`config.mk`:
```
export PLATFORM = sky130hd
export DESIGN_NAME = load_store_unit
export DESIGN_NICKNAME = d
export VERILOG_FILES = /design/src/rtl/load_store_unit.sv
export SDC_FILE = /design/constraint.sdc
export NUM_CORES = 1
export LEC_CHECK = 0
export BUFFER_PORTS_ARGS = -buffer_cell sky130_fd_sc_hd__buf_4
export CORE_MARGIN = 2
export CORE_UTILIZATION = 35
export CTS_CLUSTER_DIAMETER = 150
export CTS_CLUSTER_SIZE = 10
export DETAILED_ROUTE_END_ITERATION = 10
export PLACE_DENSITY = 0.68
export SYNTH_ARGS = -nofsm -noshare
export SYNTH_HDL_FRONTEND = slang
export SYNTH_SLANG_ARGS = --single-unit
```
`constraint.sdc`:
```
create_clock -name i_Clock -period 2.3 [get_ports i_Clock]
set_input_delay 0.115 -clock i_Clock [delete_from_list [all_inputs] [get_ports i_Clock]]
set_output_delay 0.115 -clock i_Clock [all_outputs]
set_load 0.005 [all_outputs]
```
`src/rtl/load_store_unit.sv`:
```
// Sequential load/store engine between the CPU datapath and a valid/ready
// data-memory bus. It steers byte lanes, extends loads and times out slow reads.
module load_store_unit #(
  parameter int XLEN         = 32,
  parameter int READ_TIMEOUT = 255,
  parameter int LS_SEL_WIDTH = 3
) (
  input  logic                  i_Clock,
  input  logic                  i_Reset_N,
  input  logic                  i_Start,
  input  logic [LS_SEL_WIDTH:0] i_Load_Store_Type,
  input  logic [XLEN-1:0]       i_Addr,
  input  logic [XLEN-1:0]       i_Store_Data,
  output logic                  o_Busy,
  output logic                  o_Done,
  output logic [XLEN-1:0]       o_Load_Data,
  output logic                  o_Misaligned,
  output logic                  o_Bus_Error,
  output logic                  o_Mem_Req,
  input  logic                  i_Mem_Ready,
  output logic [XLEN-1:0]       o_Mem_Addr,
  output logic                  o_Mem_Write_Enable,
  output logic [3:0]            o_Mem_Byte_Enable,
  output logic [XLEN-1:0]       o_Mem_Write_Data,
  input  logic                  i_Mem_Read_Valid,
  input  logic [XLEN-1:0]       i_Mem_Read_Data
);
  localparam int TW = LS_SEL_WIDTH + 1;
  localparam logic [LS_SEL_WIDTH:0] LS_TYPE_NONE               = TW'(0);
  localparam logic [LS_SEL_WIDTH:0] LS_TYPE_LOAD_BYTE          = TW'(1);
  localparam logic [LS_SEL_WIDTH:0] LS_TYPE_LOAD_HALF          = TW'(2);
  localparam logic [LS_SEL_WIDTH:0] LS_TYPE_LOAD_WORD          = TW'(3);
  localparam logic [LS_SEL_WIDTH:0] LS_TYPE_LOAD_BYTE_UNSIGNED = TW'(4);
  localparam logic [LS_SEL_WIDTH:0] LS_TYPE_LOAD_HALF_UNSIGNED = TW'(5);
  localparam logic [LS_SEL_WIDTH:0] LS_TYPE_STORE_BYTE         = TW'(6);
  localparam logic [LS_SEL_WIDTH:0] LS_TYPE_STORE_HALF         = TW'(7);
  localparam logic [LS_SEL_WIDTH:0] LS_TYPE_STORE_WORD         = TW'(8);

  typedef enum logic [1:0] {IDLE, REQ, WAIT_RD, DONE} state_t;

  state_t                state_reg;
  logic [LS_SEL_WIDTH:0] type_reg;
  logic [1:0]            off_reg;
  logic [7:0]            cnt_reg;

  logic            dec_load, dec_store, dec_misaligned;
  logic [1:0]      dec_size;
  logic [3:0]      dec_be;
  logic [XLEN-1:0] dec_wdata;
  logic [15:0]     lane;
  logic [XLEN-1:0] ext_data;

  // Request decode works straight off the start-cycle inputs; anything
  // unrecognised behaves like LS_TYPE_NONE.
  always_comb begin
    dec_load  = 1'b0;
    dec_store = 1'b0;
    dec_size  = 2'd0;
    case (i_Load_Store_Type)
      LS_TYPE_LOAD_BYTE, LS_TYPE_LOAD_BYTE_UNSIGNED: dec_load = 1'b1;
      LS_TYPE_LOAD_HALF, LS_TYPE_LOAD_HALF_UNSIGNED: begin dec_load = 1'b1; dec_size = 2'd1; end
      LS_TYPE_LOAD_WORD:  begin dec_load = 1'b1;  dec_size = 2'd2; end
      LS_TYPE_STORE_BYTE: dec_store = 1'b1;
      LS_TYPE_STORE_HALF: begin dec_store = 1'b1; dec_size = 2'd1; end
      LS_TYPE_STORE_WORD: begin dec_store = 1'b1; dec_size = 2'd2; end
      default: ;
    endcase
    dec_misaligned = ((dec_size == 2'd1) && i_Addr[0]) ||
                     ((dec_size == 2'd2) && (i_Addr[1:0] != 2'b00));
    case (dec_size)
      2'd0: begin
        dec_be    = 4'b0001 << i_Addr[1:0];
        dec_wdata = {4{i_Store_Data[7:0]}};
      end
      2'd1: begin
        dec_be    = i_Addr[1] ? 4'b1100 : 4'b0011;
        dec_wdata = {2{i_Store_Data[15:0]}};
      end
      default: begin
        dec_be    = 4'b1111;
        dec_wdata = i_Store_Data;
      end
    endcase
  end

  always_comb begin
    lane = 16'(i_Mem_Read_Data >> {off_reg, 3'b000});
    case (type_reg)
      LS_TYPE_LOAD_BYTE:          ext_data = {{24{lane[7]}}, lane[7:0]};
      LS_TYPE_LOAD_BYTE_UNSIGNED: ext_data = {24'b0, lane[7:0]};
      LS_TYPE_LOAD_HALF:          ext_data = {{16{lane[15]}}, lane};
      LS_TYPE_LOAD_HALF_UNSIGNED: ext_data = {16'b0, lane};
      default:                    ext_data = i_Mem_Read_Data;
    endcase
  end

  always_ff @(posedge i_Clock or negedge i_Reset_N) begin
    if (!i_Reset_N) begin
      state_reg          <= IDLE;
      type_reg           <= '0;
      off_reg            <= 2'b00;
      cnt_reg            <= 8'd0;
      o_Busy             <= 1'b0;
      o_Done             <= 1'b0;
      o_Load_Data        <= '0;
      o_Misaligned       <= 1'b0;
      o_Bus_Error        <= 1'b0;
      o_Mem_Req          <= 1'b0;
      o_Mem_Addr         <= '0;
      o_Mem_Write_Enable <= 1'b0;
      o_Mem_Byte_Enable  <= 4'b0000;
      o_Mem_Write_Data   <= '0;
    end else begin
      o_Done       <= 1'b0;
      o_Misaligned <= 1'b0;
      o_Bus_Error  <= 1'b0;
      case (state_reg)
        IDLE: begin
          if (i_Start) begin
            o_Busy      <= 1'b1;
            o_Load_Data <= '0;
            if (!(dec_load || dec_store) || dec_misaligned) begin
              o_Misaligned <= dec_misaligned && (dec_load || dec_store);
              o_Done       <= 1'b1;
              state_reg    <= DONE;
            end else begin
              type_reg           <= i_Load_Store_Type;
              off_reg            <= i_Addr[1:0];
              o_Mem_Addr         <= {i_Addr[XLEN-1:2], 2'b00};
              o_Mem_Byte_Enable  <= dec_be;
              o_Mem_Write_Data   <= dec_wdata;
              o_Mem_Write_Enable <= dec_store;
              o_Mem_Req          <= 1'b1;
              state_reg          <= REQ;
            end
          end
        end
        REQ: begin
          if (i_Mem_Ready) begin
            o_Mem_Req <= 1'b0;
            cnt_reg   <= 8'd0;
            if (o_Mem_Write_Enable) begin
              o_Done    <= 1'b1;
              state_reg <= DONE;
            end else begin
              state_reg <= WAIT_RD;
            end
          end
        end
        WAIT_RD: begin
          // Read data arriving on the last allowed cycle still beats the timeout.
          if (i_Mem_Read_Valid) begin
            o_Load_Data <= ext_data;
            o_Done      <= 1'b1;
            state_reg   <= DONE;
          end else if (cnt_reg == 8'(READ_TIMEOUT)) begin
            o_Load_Data <= '0;
            o_Bus_Error <= 1'b1;
            o_Done      <= 1'b1;
            state_reg   <= DONE;
          end else begin
            cnt_reg <= cnt_reg + 8'd1;
          end
        end
        default: begin
          o_Busy    <= 1'b0;
          state_reg <= IDLE;
        end
      endcase
    end
  end
endmodule

```
# Word-level counts from Yosys, hierarchy flattened
# Index checks and enable logic that the tools add are counted.
# op_classes
shift,2
eq_ne,23
n_reduce_logical,24
bitwise_logic,2
mux,40
add_sub_neg,1
# op_table
cell,count
$pmux 32 s2,2
$pmux 32 s4,1
$mux 32,3
$shr 32x5->16,1
$eq 4x3->1 const B,6
$mux 8,3
$mux 1,18
$pmux 8 s2,1
$eq 4x2->1 const B,3
$mux 2,5
$ne 2x2->1 const B,5
$reduce_and 3->1,3
$add 8x1->8 const B,1
$eq 4x1->1 const B,2
$eq 8x8->1 const B,1
$pmux 4 s2,1
$reduce_and 4->1,2
$reduce_bool 2->1,4
$pmux 2 s3,1
$reduce_or 3->1,2
$reduce_or 5->1,1
$eq 2x1->1 const B,2
$eq 2x2->1 const B,2
$eq 4x4->1 const B,1
other kinds (13),21
# totals
out_inout_bits,106
regBits,120
input_bits,105

# Longest topological paths before layout
# logic_depth
word_depth,10
depth_mapped,10
mapped_depth_nobuf,7

# Least setup slack after synthesis
# No wires, ideal clock.
# synth_timing
path_kind,reg-to-reg
start,register state_reg[0]
end,register o_Mem_Addr[14]
period_less_slack_ns,2.027
n_path_buf,3
slack_ns,0.273
t_arrival_ns,1.899
path_stages_with_launch,10
cell_sequence,dfrtp_1 > inv_1 > ha_1 > clkbuf_1 > nand2_1 > nand4b_1 > o211ai_2 > buf_6 > buf_6 > mux2_1
# synth_between
elab_chain_len,2
# synth_rtl
element,line_no,rtl
start: declaration,41,state_t state_reg;
start signal: assignment,99,state_reg <= IDLE;
start signal: assignment,125,state_reg <= DONE;
start signal: assignment,134,state_reg <= REQ;
$logic_not 2->1,117,case (state_reg)
$reduce_and 3->1 (no line),n/a,
end signal: assignment,129,"o_Mem_Addr <= {i_Addr[XLEN-1:2], 2'b00};"
end: declaration,21,"output logic [XLEN-1:0] o_Mem_Addr,"
# Every way passes these cells.
# A chain may end at the register's enable or synchronous reset.

# Worst setup path in the final report
# layout_timing
start,register state_reg[0]
end,register o_Load_Data[8]
# layout_between
elab_chain_len,3
# layout_rtl
element,line_no,rtl
$eq 2x2->1 / $logic_not 2->1 (equally long branches),117,
$ne 3x3->1 (no line) (tied with other cells),n/a,
$reduce_and 3->1 (no line),n/a,
end signal: assignment,153,o_Load_Data <= ext_data;
end: declaration,16,"output logic [XLEN-1:0] o_Load_Data,"
# Several ways; a longest one is shown, not always the timed one.

==> reports/qor.yml <==
detailed_routing:
  drc: 0
  dr.first_iter.drc_count: 276
  avgViaCountPerCell: 4.92
  first_pass_iters: 4
  ant_nets: 0
  post_drt_wl_per_cell_um: 15.9
  totalWireLength_mm: 17.4
  vias: 5402
cells_and_area:
  final_common_cell: "buf_4"
  insertedDiodeCount: 0
  reg.largest.list: "o_Load_Data x32, o_Mem_Write_Data x32, o_Mem_Addr x30"
  drive_gt1_share_pct: 34.8
  fin_nets: 974
  fin_util_pct: 54.2
  fillCellCount: 1470
  final_cell_mix: "buf_4 (226), dfrtp_1 (120), nand2_1 (78)"
  syn2layout_area_growth_pct: 53.1
place:
  gp_congestion: 0.833
  place_ws_ns: 0.0502
  hpwl_mm: 11.9
  numPortBuffers: 208
synthesis:
  synth_seq_cells: 120
  ys.warnings.count: 0
  synth_compound_area_share_pct: 16.7
  synth-xor-area-share_pct: 0.453
  netlist_instances: 589
  ys_async_sr_fraction_pct: 100
  synth_top_family_by_area: "compound AO/OA/AOI/OAI gates"
  syn_avg_cell_area_um2: 9.85
  synth_ff_type: "dfrtp_1"
  synthMuxAreaShare_pct: 10.7
  synth-edff-count: 0
  synthAdderAreaFrac_pct: 1.08
  synthSimpleGateAreaFrac_pct: 14.3
  yosysSeqAreaShare_pct: 51.7
  syn_area_um2: 5800
  synth.distinct_cells: 48
die:
  core_area_um2: 16400
  ios: 211
  initial_core_util_pct: 35.4
  fp-row-count: 47
  die_h_um: 133
  fp.dieW_um: 133
  die-area_um2: 17600
run_status:
  outcome: "finished clean"
timing:
  fin_crit_sh_pct: 86.9
  finalMaxSlewViolations: 0
  skew_ns: 0.0175
  setup_ws_ns: 0.301
  achievable-frequency_mhz: 500
  tightest_slew_ns: 1.20
  relSlewSlack_pct: 19.7
  finalCriticalPeriod_ns: 2.00
  setup_violations: 0
  finalHoldViolations: 0
  tns_ns: 0
  rsz0062_at_grt: "no"
power:
  power.density_nw_per_um2: 1230
  power_leakage_uw: 0.00408
  irDropWorstVdd_v: 0.000624
cts:
  cts_tree: "yes"
  cts.path.max_buffers: 2
  clk_pin_slew_ns: 0.05
  cts_inserted_buffers: 17
  htreeDepth: 4
  post_cts_buffers: 0
  cts-root-buf: "clkbuf_16"
  clkSinkCount: 120
  clkLatencyLatePin_ns: 0.42
worst_setup_path:
  arrival_ns: 2.32
  crit_path_max_fanout: 16
  critical_path_class: "reg -> reg"
  cp-end-kind: "flip-flop"
  rr_worst_depth: 8
  reg2reg_from: "state_reg[0]"
  cp-startpoint: "state_reg[0]"
  crit_required_ns: 2.62
  rrSetupSlack_ns: 0.30
  crit_end: "o_Load_Data[8]"
  start_kind: "flip-flop"
  r2r_end: "o_Load_Data[8]"
global_routing:
  grt_util_all_layers_pct: 20.0
  grt_pass1_wl_mm: 27.8
  antenna_found_initial: 0
  grt_pass1_vias: 5411
  grt_max_degree: 63
  gr-total-overflow: 0
job:
  cap_viol_max_count: 0
min_path:
  hold_path.class: "in -> reg"
[critical path: stages (launching register included)]
cell,delay [ns]
dfrtp_1,0.39
inv_1,0.08
ha_1,0.24
buf_4,0.17
nand2b_1,0.12
nor2b_1,0.33
buf_4,0.29
o21ai_0,0.11
o21ai_0,0.17
[where the power goes]
part	switching (µW)	total [µW]	leakage (µW)	internal [µW]
Clock	965	2640	0.000288	1670
Sequential	584	3630	0.00148	3050
Combinational	2240	4650	0.00231	2410
[cells in the mapped netlist (2+ instances only)]
master / number / area share (%)
ha_1: 5 / 1.1
a31oi_1: 33 / 3.6
buf_2: 13 / 1.1
o221ai_1: 3 / 0.45
o31ai_1: 2 / 0.26
buf_6: 5 / 0.97
or2_2: 2 / 0.22
a22o_1: 2 / 0.30
o21ai_1: 10 / 0.86
a22oi_1: 8 / 1.0
nor2_1: 71 / 4.6
clkbuf_1: 15 / 0.97
o21a_1: 3 / 0.39
or3_1: 2 / 0.22
o21bai_1: 2 / 0.26
nor3_1: 7 / 0.60
buf_4: 7 / 0.91
mux2_2: 34 / 6.6
nand2_1: 78 / 5.0
a21oi_1: 15 / 1.3
xnor2_1: 3 / 0.45
a32oi_1: 2 / 0.30
nand3_1: 16 / 1.4
inv_1: 16 / 1.0
mux2_1: 10 / 1.9
nand2b_1: 5 / 0.54
o211ai_1: 13 / 1.7
nand4_1: 3 / 0.32
dfrtp_1: 120 / 52
mux2i_1: 10 / 1.7
o21ai_0: 53 / 4.6
nor2b_1: 5 / 0.54
[layer usage]
metal	GRT usage, %	routed length (µm)
met4	10.1	518
met1	24.6	7380
met3	5.48	1040
met5	0	0
met2	32.3	8460
[per-stage QoR]
| stage | total power, µW | std cells | hold WS (ns) | area, µm² |
|---|---|---|---|---|
| finish | 10900 | 1097 | 0.0205 | 8890 |
| global route | 11700 | 1097 | 0.0117 | 8890 |
| CTS | 11000 | 1097 | 0.00142 | 8880 |
| detailed placement | 8200 | 999 | 0.131 | 7620 |
| global placement | 8120 | 999 | 0.124 | 7620 |
| floorplan | 5880 | 590 | -0.181 | 5810 |
[cells by family (layout without fill, tap and decap cells)]
logic type / after synthesis / after routing
and+or+nand+nor: 193 / 193
AOI/OAI and AO/OA: 156 / 156
DFF: 120 / 120
buffers and inverters: 56 / 343
muxes: 55 / 55
adders and majority gates: 5 / 5
xor gates and xnor gates: 3 / 3
other: 1 / 2
[cell type report]
class / count / area (µm²) / area share [%]
well taps: 220 / 275 / 3.10
clock inverters: 12 / 125 / 1.41
clock buffers: 20 / 467 / 5.25
repair buffers: 295 / 2420 / 27.2
multi-input cells: 414 / 2540 / 28.6
inverters: 16 / 60.1 / 0.676
flip-flops and latches: 120 / 3000 / 33.8
[worst min path at each step]
stage / startpoint / depth (start not counted) / slack [ns] / end
global placement: i_Reset_N / 1 / 0.12 / o_Mem_Addr[24]
CTS: i_Mem_Read_Data[14] / 3 / 0.001 / o_Load_Data[14]
detailed placement: i_Reset_N / 1 / 0.13 / o_Mem_Addr[24]
floorplan: i_Reset_N / 0 / -0.18 / cnt_reg[0]
finish: i_Addr[0] / 2 / 0.02 / off_reg[0]
global route: i_Mem_Ready / 3 / 0.01 / o_Done
[what timing repair did]
| item | in CTS | in global routing |
|---|---|---|
| endpoints found under the hold margin | 105 | 0 |
| hold buffers | 66 | 0 |
| setup endpoints to repair | 0 | 15 |
| gates resized for setup | 0 | 1 |
(Power assumes the default switching activity.)
